`src/rtl/dma_hold_arbiter.sv`:
```
// rtl/dma_hold_arbiter.sv - HOLD/HOLDA bus arbiter for DMA coprocessors with round-robin and watchdog
module dma_hold_arbiter #(
  parameter int N        = 4,
  parameter int AW       = 32,
  parameter int DW       = 32,
  parameter int MAX_HOLD = 1024
) (
  input  logic          clk,
  input  logic          reset_n,
  input  logic [N-1:0]  m_hold,
  output logic [N-1:0]  m_hold_ack,
  input  logic [N-1:0]  m_we,
  input  logic [N*AW-1:0] m_addr,
  input  logic [N*DW-1:0] m_wdata,
  output logic          cpu_hold,
  input  logic          cpu_hold_ack,
  output logic          mem_we,
  output logic [AW-1:0] mem_addr,
  output logic [DW-1:0] mem_wdata,
  output logic [2:0]    owner,
  output logic          busy,
  output logic          timeout_flag,
  output logic [2:0]    timeout_id,
  input  logic          timeout_clr
);

  typedef enum logic [1:0] {IDLE, CPU_REQ, GRANT, RELEASE} state_t;

  state_t       state, state_d;
  logic [2:0]   rr, rr_d, owner_d, timeout_id_d, sel_idx;
  logic [31:0]  count, count_d;
  logic [N-1:0] lock, lock_d, elig, rot, owner_oh, ack_d;
  logic         sel_valid, own_hold, wd_hit, cpu_hold_d, timeout_flag_d;

  assign elig     = m_hold & ~lock;
  assign owner_oh = N'(1) << owner;
  assign own_hold = |(m_hold & owner_oh);
  assign busy     = (state != IDLE);
  assign wd_hit   = (MAX_HOLD != 0) && (count == 32'(MAX_HOLD - 1));

  // rot[j] holds the request of master (rr+1+j) mod N, so the first set bit wins
  assign rot = N'({elig, elig} >> (32'(rr) + 32'd1));

  always_comb begin
    sel_valid = 1'b0;
    sel_idx   = '0;
    for (int j = 0; j < N; j++) begin
      if (!sel_valid && rot[j]) begin
        sel_valid = 1'b1;
        sel_idx   = 3'((int'(rr) + 1 + j) % N);
      end
    end
  end

  always_comb begin
    mem_we    = 1'b0;
    mem_addr  = '0;
    mem_wdata = '0;
    if (state == GRANT) begin
      for (int k = 0; k < N; k++) begin
        if (owner == 3'(k)) begin
          mem_we    = m_we[k];
          mem_addr  = m_addr[k*AW +: AW];
          mem_wdata = m_wdata[k*DW +: DW];
        end
      end
    end
  end

  always_comb begin
    state_d        = state;
    cpu_hold_d     = cpu_hold;
    ack_d          = m_hold_ack;
    owner_d        = owner;
    rr_d           = rr;
    count_d        = count;
    lock_d         = lock & m_hold;
    timeout_flag_d = timeout_flag & ~timeout_clr;
    timeout_id_d   = timeout_id;
    case (state)
      IDLE: begin
        if (sel_valid) begin
          owner_d    = sel_idx;
          cpu_hold_d = 1'b1;
          state_d    = CPU_REQ;
        end
      end
      CPU_REQ: begin
        if (!own_hold) begin
          cpu_hold_d = 1'b0;
          state_d    = RELEASE;
        end else if (cpu_hold_ack) begin
          ack_d   = owner_oh;
          count_d = '0;
          state_d = GRANT;
        end
      end
      GRANT: begin
        count_d = count + 32'd1;
        if (!own_hold || !cpu_hold_ack || wd_hit) begin
          ack_d      = '0;
          cpu_hold_d = 1'b0;
          rr_d       = owner;
          state_d    = RELEASE;
          // a voluntary drop never counts as forced; a lost HOLDA forces release silently
          if (own_hold) begin
            lock_d = lock_d | owner_oh;
            if (cpu_hold_ack) begin
              timeout_flag_d = 1'b1;
              timeout_id_d   = owner;
            end
          end
        end
      end
      RELEASE: begin
        if (!cpu_hold_ack) state_d = IDLE;
      end
      default: state_d = IDLE;
    endcase
  end

  always_ff @(posedge clk or negedge reset_n) begin
    if (!reset_n) begin
      state        <= IDLE;
      cpu_hold     <= 1'b0;
      m_hold_ack   <= '0;
      owner        <= '0;
      rr           <= 3'(N - 1);
      count        <= '0;
      lock         <= '0;
      timeout_flag <= 1'b0;
      timeout_id   <= '0;
    end else begin
      state        <= state_d;
      cpu_hold     <= cpu_hold_d;
      m_hold_ack   <= ack_d;
      owner        <= owner_d;
      rr           <= rr_d;
      count        <= count_d;
      lock         <= lock_d;
      timeout_flag <= timeout_flag_d;
      timeout_id   <= timeout_id_d;
    end
  end

endmodule

```
`config.mk`:
```
export PLATFORM = sky130hd
export DESIGN_NAME = dma_hold_arbiter
export DESIGN_NICKNAME = d
export VERILOG_FILES = /design/src/rtl/dma_hold_arbiter.sv
export SDC_FILE = /design/constraint.sdc
export NUM_CORES = 1
export LEC_CHECK = 0
export CAP_MARGIN = 20
export CORE_AREA = 10 10 126 128
export DETAILED_ROUTE_END_ITERATION = 12
export DIE_AREA = 0 0 136 138
export GPL_TIMING_DRIVEN = 0
export PLACE_DENSITY = 0.93
export SLEW_MARGIN = 10
export SYNTH_ARGS = -nofsm -noshare
export SYNTH_HDL_FRONTEND = slang
export SYNTH_SLANG_ARGS = --single-unit
```
`constraint.sdc`:
```
create_clock -name clk -period 3.25 [get_ports clk]
set_input_delay 0.4875 -clock clk [delete_from_list [all_inputs] [get_ports clk]]
set_output_delay 0.4875 -clock clk [all_outputs]
set_load 0.005 [all_outputs]
```
==> metrics.txt, run 1 <==
Post-DRT Antenna Nets=0; Yosys top cell area share=around a third; antenna violations before repair=5; Synth Area per Inst=~11 um^2; layout cell share with drive strength beyond 1=13.8%; vias=roughly 5,300; Synth area leaders=mux4_2 32%, dfrtp_1 26%, and2_1 8.9%, nor2_1 2.8%, xor2_1 2.6%; WHS=approximately 88 ps; outcome=finished, final reports clean; CTS clk-pin slew, worst paths=70 ps; fin area=between 8000 and 9000 um^2; xor-xnor portion of the synthesized cell area=4.49%; Die Wd=roughly 140 um; Rows=43; Period Utilization, post-route=~95%; Max-cap violations=0; Critical Path RT=around 2800 ps; Buffers on Ports=around 340; maximum clock rate=approximately 0.32 GHz; Netlist Area Pre-Place=between 4000 and 5000 um^2; pin count of the biggest net entering global routing=38; initial drt markers=around 430; Clk pwr share=12.3%; Multi-input gate area=~3200 um^2; largest family of logic cells by synthesized area=multiplexers; most common cell in the synthesized netlist=and2_1; initial core utilization=34.7%; GRT Total Usage=about a quarter; drt wl/cell=26.8 um; Area growth, synth to finish=82.6%; CP Max Fanout=10; worst-margin pin slew=869 ps; Mapped Cells=437; design internal power=slightly above 3000 uW; leading area contributor after synthesis=mux4_2; Async SR Flop Fraction=100%; DP Area=roughly 8400 um^2; # setup viols final=0; most instantiated cells after synthesis=67 x and2_1, 66 x mux4_2, 48 x dfrtp_1; TritonCTS buffer count=5; Die Area=18,800 um^2; hold_buf cts=0; Critical Path Start=owner[0]$_DFFE_PN0P_; final hold violation count=0; Setup TNS Final=0 ps; Nets=1,060; vias per cell=approximately 5.4; mux cell area share after synthesis=between 30 and 40%; Seq pwr share=between 15 and 20%; RSZ-0062 raised after global routing=no; sw power=roughly 1800 uW; total gr overflow=0; Peak VDD IR=between 300 and 400 uV; Worst Setup Path Type=reg -> out; clock buffer depth=2; Core Region=roughly 14,000 um^2; Layout fillers=roughly 1,000; post-synthesis sequential area ratio=a little over a quarter; Slew HR=approximately two fifths; TritonCTS Sinks=50; DRC=0; first-pass GRT wire length=about 37,000 um; synth warn=0; Post-synth EDFFs=0; final core occ=approximately 63%; vias in the first global route=roughly 5,400; leakage=between 0.003 and 0.004 uW; Final Wtd Congestion=~1.0; post-synthesis adder-cell area fraction=between 1 and 1.5%; Pwr Density=between 500 and 600 nW/um^2; Compound-Gate Fraction of Synth Area=approximately 5.8%; combinational power share=between 70% and 80%; drt total wl=approximately 26,000 um; CTS tree=done; final slew viol count=0; DP Worst Slack=175 ps; WP data arrival=2610 ps; register bit total from synthesis=50; CP Capture Type=output port; startpoint types=flip-flop; area share of and/or/nand/nor cells after synthesis=about a quarter; worst skew pair latency=290 ps; Detail Placement HPWL=approximately 23,000 um; root buffer cell=clkbuf_16; Die Y=138 um; # IOs=around 350; worst min path class=in -> async; H-tree lvl count=2; clock skew=between 9 and 10 ps; most common flop cell mapped by yosys=dfrtp_1; fin crit period=just over 3000 ps; switch share=about 37%; Sequential Area=roughly 1300 um^2; Final WS setup=roughly 160 ps; post-synth cell types=52; RR Startpoint=owner[1]$_DFFE_PN0P_; Detailed Routing Iterations Pass 1=5
[timing repair]
action	4_1_cts	5_1_grt
resized for setup	13	1
endpoints found under the setup margin	50	46
setup buffers	0	0
[final cells by class]
| cell class | instances | share of cell area, % |
|---|---|---|
| Timing Repair Buffer | 344 | 40.3 |
| Multi-Input combinational cell | 343 | 38.0 |
| Sequential cell | 50 | 14.7 |
| Tap cell | 180 | 2.63 |
| Buffer | 31 | 1.90 |
| Clock buffer | 5 | 1.46 |
| Inverter | 12 | 0.527 |
| Clock inverter | 3 | 0.512 |
| Antenna cell | 1 | 0.0293 |
[logic make-up (layout without fill, tap and decap cells)]
logic type	Yosys count	after routing
AND/OR/NAND/NOR	195	195
multiplexers	73	73
flip-flops	50	50
buffers and inverters	45	395
AO/OA/AOI/OAI	44	44
XOR/XNOR	24	24
adder cells (fa/ha/maj)	5	5
other	1	3
[path summary, 6_finish.rpt]
kind | endpoint | slack (ps) | cells past startpoint
worst max-delay path | mem_addr[2] | 160 | 6
worst min-delay path | count[24]$_DFFE_PN0P_ | 90 | 1
worst max register to register | count[24]$_DFFE_PN0P_ | 810 | 5
worst min register to register | m_hold_ack[1]$_DFFE_PN0P_ | 500 | 1
max in group asynchronous | rr[0]$_DFFE_PN1P_ | 2600 | 2
min in group clk | m_hold_ack[1]$_DFFE_PN0P_ | 500 | 1
[metrics by stage]
stage	cells	total power, uW
floorplan	438	2640
global placement	961	4150
detailed placement	962	4210
CTS	970	4870
global route	969	5120
finish	969	4840
[power by group through the flow]
stage,Combinational (uW),Clock (uW),Sequential (uW)
after floorplan,1830,0,801
after global placement,3330,0,815
after detailed placement,3400,0,817
after CTS,3450,606,805
after global routing,3650,631,840
final,3420,597,824
[metal layers]
metal  track usage (%)  part of all wire, %
met4              8.75                  3.7
met3              10.1                   11
met1              28.9                   35
met5                 0                 0.18
met2              45.3                   51
[sequential cells by signal (all words and copies together) (netlist names)]
signal,cells
owner,2
count,32
timeout_id,2
timeout_flag,1
lock,4
state,2
rr,2
cpu_hold,1
m_hold_ack,4
[critical path, cell delays in order (launching register included)]
cell and delay (ps):
dfrtp_1 360, buf_2 170, clkbuf_4 260, buf_4 260, mux4_2 570, and2_1 180
clkdlybuf4s50_1 510
[placed cells by master, fill, tap and decap left out, types with 3 or more instances in the layout]
master and count:
dfrtp_1 48, nor2_1 35, and2_1 67, and3_1 4, nand3_1 16, clkbuf_1 11, o21ai_0 14, ha_1 5
nor2b_1 7, buf_4 8, or3_1 5, xnor2_1 10, buf_2 5, a21oi_1 13, nand2b_1 7, inv_1 12
clkbuf_16 5, o21ai_1 3, a22o_1 3, mux4_2 66, mux2_1 4, clkdlybuf4s50_1 342, nand4_1 9, nor4_1 7
nand2_1 17, clkbuf_2 6, nor3_1 8, xor2_1 14
No activity file was read; power rests on OpenSTA's default activity.
==> inputs of run 2 (changes only) <==
--- a/config.mk
+++ b/config.mk
@@ -6,12 +6,14 @@
 export NUM_CORES = 1
 export LEC_CHECK = 0
 export CAP_MARGIN = 20
-export CORE_AREA = 10 10 126 128
+export CELL_PAD_IN_SITES_DETAIL_PLACEMENT = 0
+export CELL_PAD_IN_SITES_GLOBAL_PLACEMENT = 1
+export CORE_MARGIN = 10
+export CORE_UTILIZATION = 27
 export DETAILED_ROUTE_END_ITERATION = 12
-export DIE_AREA = 0 0 136 138
 export GPL_TIMING_DRIVEN = 0
-export PLACE_DENSITY = 0.93
-export SLEW_MARGIN = 10
+export PLACE_DENSITY = 0.95
+export SLEW_MARGIN = 20
 export SYNTH_ARGS = -nofsm -noshare
 export SYNTH_HDL_FRONTEND = slang
 export SYNTH_SLANG_ARGS = --single-unit
==> run 2 against run 1 <==
Net effect: cell area rose by 0.60%; register-to-register slack improved by 30 ps; first-iteration DRC count is 9.7% lower; sequential power decreased by 2%; sequential share of layout area shrank 0.087 points; clock skew barely moved; highest routed layer unchanged; total power rose by 0.13%; wire length grew 3.1%; via count fell by 1.6%.
==> metrics.txt, run 2 (synthesis gave the netlist of run 1 again) <==
outcome=finished, final reports clean; GRT Total Usage=21.5%; Area growth, synth to finish=83.7%; Rows=48; initial core utilization=27.3%; initial drt markers=about 390; vias=~5,200; Nets=around 1,100; startpoint types=flip-flop; Largest register FFs=32; RSZ-0062 raised after global routing=no; Setup TNS Final=0 ps; cell mode on critical path=buf_2; WHS=about 220 ps; Die Area=23,000 um^2; CTS tree=done; maximum clock rate=about 0.32 GHz; Die Y=152 um; biggest regs=count (32), lock (4), m_hold_ack (4); R2R cell count=6; vias in the first global route=~5,200; leakage=around 0.0033 uW; pin count of the biggest net entering global routing=51; antenna violations before repair=7; most frequent cells in the layout=342 x clkdlybuf4s50_1, 67 x and2_1, 66 x mux4_2; # setup viols final=0; # IOs=between 300 and 400; CTS clk-pin slew, worst paths=about 70 ps; CP max stage delay=620 ps; Slowest-stage cell, CP=mux4_2; Slew HR=approximately two fifths; vias per cell=about 5; Post-DRT Antenna Nets=0; H-tree lvl count=2; Detailed Routing Iterations Pass 1=4; layout cell share with drive strength beyond 1=14.2%; TritonCTS buffer count=5; drt wl/cell=between 20 and 30 um; Peak VDD IR=~250 uV; Final Wtd Congestion=slightly below 1; clock skew=slightly above 10 ps; final hold violation count=0; CP Capture Type=output port; Die Wd=around 150 um; final slew viol count=0; TritonCTS Sinks=50; total gr overflow=0; DRC=0; Bufs and invs on worst path=4; worst-margin pin slew=approximately 900 ps; worst min path class=in -> async; Top delay family on crit path=buffers and inverters; clock buffer depth=2; Worst R2R End=count[12]$_DFFE_PN0P_; Pwr Density=564 nW/um^2; crit-path cells=buf_2 > buf_4 > buf_2 > mux4_2 > and2_1 > clkdlybuf4s50_1; Buffers on Ports=about 340; Period Utilization, post-route=between 90% and 100%; Critical Path RT=roughly 2800 ps; RR Startpoint=owner[0]$_DFFE_PN0P_; Worst Setup Path Type=reg -> out; Max-cap violations=0; Inst Count DP=slightly above 1,000; WP data arrival=roughly 2700 ps; Biggest register=count; root buffer cell=clkbuf_16; first-pass GRT wire length=between 30,000 and 40,000 um; R2R Setup Slk=840 ps; worst skew pair latency=a little under 300 ps; fin crit period=approximately 3200 ps; most common cell after layout, fill and taps aside=clkdlybuf4s50_1; Detail Placement HPWL=around 23,000 um; CP Max Fanout=10; Core Region=17,200 um^2; drt total wl=~27,000 um; final std cells w/o fill=1,018
run 2: changes by cell type in the layout (fill, tap and decap cells not counted), sizes merged:
| cell | change |
|---|---|
| clkbuf | +4 |
| inv | -1 |
| buf | -3 |
| diode | +4 |
| clkinvlp | +1 |
| clkinv | -1 |
run 2: repair_timing:
item,4_1_cts,5_1_grt
setup endpoints to repair,50,41
gates resized for setup,9,13
hold buffers,0,0
buffers inserted,0,0
pin swaps,0,0
run 2: power breakdown:
part	leakage (uW)	total (uW)	internal, uW	switching, uW
Clock	0.0000771	595	364	231
Sequential	0.000677	807	724	83.8
Combinational	0.00253	3450	1960	1480
Total	0.00328	4850	3050	1800
run 2: worst max path at each step:
stage                         start      endpoint  depth (start not counted)
6_report       owner[0]$_DFFE_PN0P_  mem_addr[29]                          6
5_1_grt        owner[1]$_DFFE_PN0P_  mem_addr[29]                          5
4_1_cts        owner[1]$_DFFE_PN0P_  mem_addr[18]                          5
3_5_place_dp   state[0]$_DFFE_PN0P_   mem_addr[0]                          7
3_3_place_gp   owner[0]$_DFFE_PN0P_  mem_addr[29]                          6
2_1_floorplan  owner[0]$_DFFE_PN0P_  mem_addr[29]                          5
run 2: final cells by class:
cell class / instances / area [um^2]
diodes: 5 / 12.5
plain buffers: 32 / 168
clock buffers: 6 / 129
clock inverters: 2 / 37.5
fillers: 1563 / 8570
inverters: 12 / 45.0
multi-input cells: 343 / 3250
flip-flops and latches: 50 / 1250
well taps: 225 / 282
repair buffers: 343 / 3430
run 2: metrics by stage:
step / util, % / setup slack [ps] / power [uW] / cell area, um^2
after detailed placement: 48.9 / 65.7 / 4250 / 8400
after global routing: 50.1 / 6.01 / 5110 / 8600
after CTS: 50.0 / 20.0 / 4870 / 8580
after floorplan: - / 1060 / 2640 / 4690
after global placement: 48.9 / 55.9 / 4220 / 8400
final: 50.1 / 88.0 / 4850 / 8600
run 2: per-layer routing:
metal  vias to the layer above  GRT usage (%)  share of wire [%]
met3                        32           6.86                9.5
li1                       2331              -                  -
met2                       213           37.4                 52
met4                         4           6.86                2.4
met1                      2603           24.6                 36
met5                         -              0              0.071
==> inputs of run 3 (changes only) <==
==> constraint.sdc (replaced) <==
create_clock -name clk -period 3.7 [get_ports clk]
set_input_delay 0.555 -clock clk [delete_from_list [all_inputs] [get_ports clk]]
set_output_delay 0.555 -clock clk [all_outputs]
set_load 0.005 [all_outputs]
==> run 3 against run 2 <==
Net effect: non-clock buffer count grew 1; sequential share of layout area about the same; first-iteration DRC count shrank 3.1%; register-to-register slack gained 460 ps; worst setup slack improved by 46 ps; clock skew is 1.6 ps higher; total power down 13%; cell area decreased by 0.31%; die area stayed put; sequential power shrank 12%; critical path type unchanged; highest routed layer unchanged.
==> metrics.txt, run 3 (synthesis gave the netlist of run 1 again) <==
Peak VDD IR=roughly 230 uV; CTS clk-pin slew, worst paths=approximately 70 ps; CTS tree=done; Biggest register=count; Area growth, synth to finish=83.1%; fin area=around 8600 um^2; final hold violation count=0; final slew viol count=0; Post-DRT Antenna Nets=0; Setup TNS Final=0 ps; Buffers on Ports=343; Period Utilization, post-route=between 90% and 100%; maximum clock rate=approximately 0.28 GHz; first-pass GRT wire length=approximately 37,000 um; Worst Setup Path Type=reg -> out; R2R Setup Slk=~1300 ps; # IOs=346; startpoint types=flip-flop; RR Startpoint=state[0]$_DFFE_PN0P_; antenna violations before repair=7; final core occ=49.9%; total gr overflow=0; layout cell share with drive strength beyond 1=12.7%; vias=between 5,000 and 6,000; initial core utilization=27.3%; Pwr Density=494 nW/um^2; CP Max Fanout=10; CP Capture Type=output port; GRT met1 Usage=around 24%; busiest layer in global routing=met2; Worst R2R End=count[27]$_DFFE_PN0P_; Detail Placement HPWL=around 23,000 um; pin count of the biggest net entering global routing=just over 50; clock buffer depth=2; vias in the first global route=5,222; Final Wtd Congestion=0.961; Die Wd=about 150 um; vias per cell=about 5; clock skew=approximately 12 ps; hold_buf cts=0; post-CTS setup buffers=0; RSZ-0062 raised after global routing=no; H-tree lvl count=2; biggest regs=count (32), lock (4), m_hold_ack (4); Tot Pwr=roughly 4200 uW; Layout fillers=between 1,500 and 2,000; GRT Total Usage=21.5%; Rows=48; initial drt markers=380; drt total wl=26,700 um; DP Area=roughly 8400 um^2; Max-cap violations=0; number of gates resized after CTS=0; most frequent cells in the layout=342 x clkdlybuf4s50_1, 67 x and2_1, 66 x mux4_2; Nets=~1,100; outcome=finished, final reports clean; R2R cell count=6; worst min path class=in -> async; TritonCTS Sinks=50; fin crit period=roughly 3600 ps; met3 usage=under 10%; M2 GR Usage=between 30% and 40%; Critical Path RT=around 3100 ps; Die Y=between 150 and 200 um; Slew HR=roughly 41%; worst skew pair latency=~290 ps; most common cell after layout, fill and taps aside=clkdlybuf4s50_1; Core Region=17,200 um^2; WP data arrival=around 3000 ps; worst-margin pin slew=873 ps; DRC=0; leakage=~0.0032 uW; drt wl/cell=26.3 um; Detailed Routing Iterations Pass 1=4; TritonCTS buffer count=5; # setup viols final=0; Die Area=roughly 23,000 um^2; root buffer cell=clkbuf_16; Largest register FFs=32
run 3: changes by cell type in the layout (fill, tap and decap cells not counted):
cell	previous run	this run
buf_4	5	3
clkbuf_1	9	20
diode_2	5	4
clkbuf_4	3	0
clkbuf_2	10	0
buf_1	0	2
buf_2	7	10
run 3: worst max-delay path by stage:
stage | start | endpoint | slack (ps) | cells past startpoint
final | state[0]$_DFFE_PN0P_ | mem_addr[1] | 130 | 7
after global routing | owner[0]$_DFFE_PN0P_ | mem_addr[29] | 10 | 6
after CTS | state[0]$_DFFE_PN0P_ | mem_addr[0] | 130 | 7
after detailed placement | state[0]$_DFFE_PN0P_ | mem_addr[0] | 450 | 7
after global placement | owner[0]$_DFFE_PN0P_ | mem_addr[29] | 440 | 6
after floorplan | owner[0]$_DFFE_PN0P_ | mem_addr[29] | 1440 | 5
run 3: metrics by stage:
stage | hold slack, ps | worst slack (ps) | std cells
finish | 282 | 134 | 1018
global route | 341 | 13.1 | 1018
CTS | 319 | 129 | 1014
detailed placement | 492 | 448 | 1006
global placement | 476 | 438 | 1006
floorplan | 259 | 1440 | 438
run 3: report_power, final:
| group | switching (uW) | internal, uW | total, uW | leakage (uW) |
|---|---|---|---|---|
| logic | 1300 | 1700 | 3000 | 0.00249 |
| clock network | 204 | 320 | 524 | 0.0000771 |
| registers | 73.0 | 636 | 709 | 0.000677 |
| total | 1580 | 2650 | 4240 | 0.00324 |
run 3: per-layer routing:
metal / vias up / share of wire [%] / wire, um
met1: 2551 / 36 / 9610
met5: - / 0.071 / 19
met4: 4 / 2.5 / 681
met3: 34 / 9.4 / 2520
li1: 2330 / - / -
met2: 223 / 52 / 13900
run 3: cell type report:
| class | count | area, um^2 | share of cell area (%) |
|---|---|---|---|
| antenna | 4 | 10.0 | 0.117 |
| buffer | 33 | 144 | 1.68 |
| clock buffer | 6 | 129 | 1.50 |
| clock inverter | 2 | 37.5 | 0.438 |
| inverter | 12 | 45.0 | 0.525 |
| multi-input combinational | 343 | 3250 | 37.8 |
| sequential | 50 | 1250 | 14.6 |
| tap | 225 | 282 | 3.28 |
| timing repair buffer | 343 | 3430 | 40.0 |
run 3: worst max-delay path, stage by stage (launching register included):
cell,delay (ps)
dfrtp_1,420
inv_1,130
ha_1,150
clkbuf_1,290
clkbuf_1,480
clkbuf_1,470
and2_1,220
clkdlybuf4s50_1,560
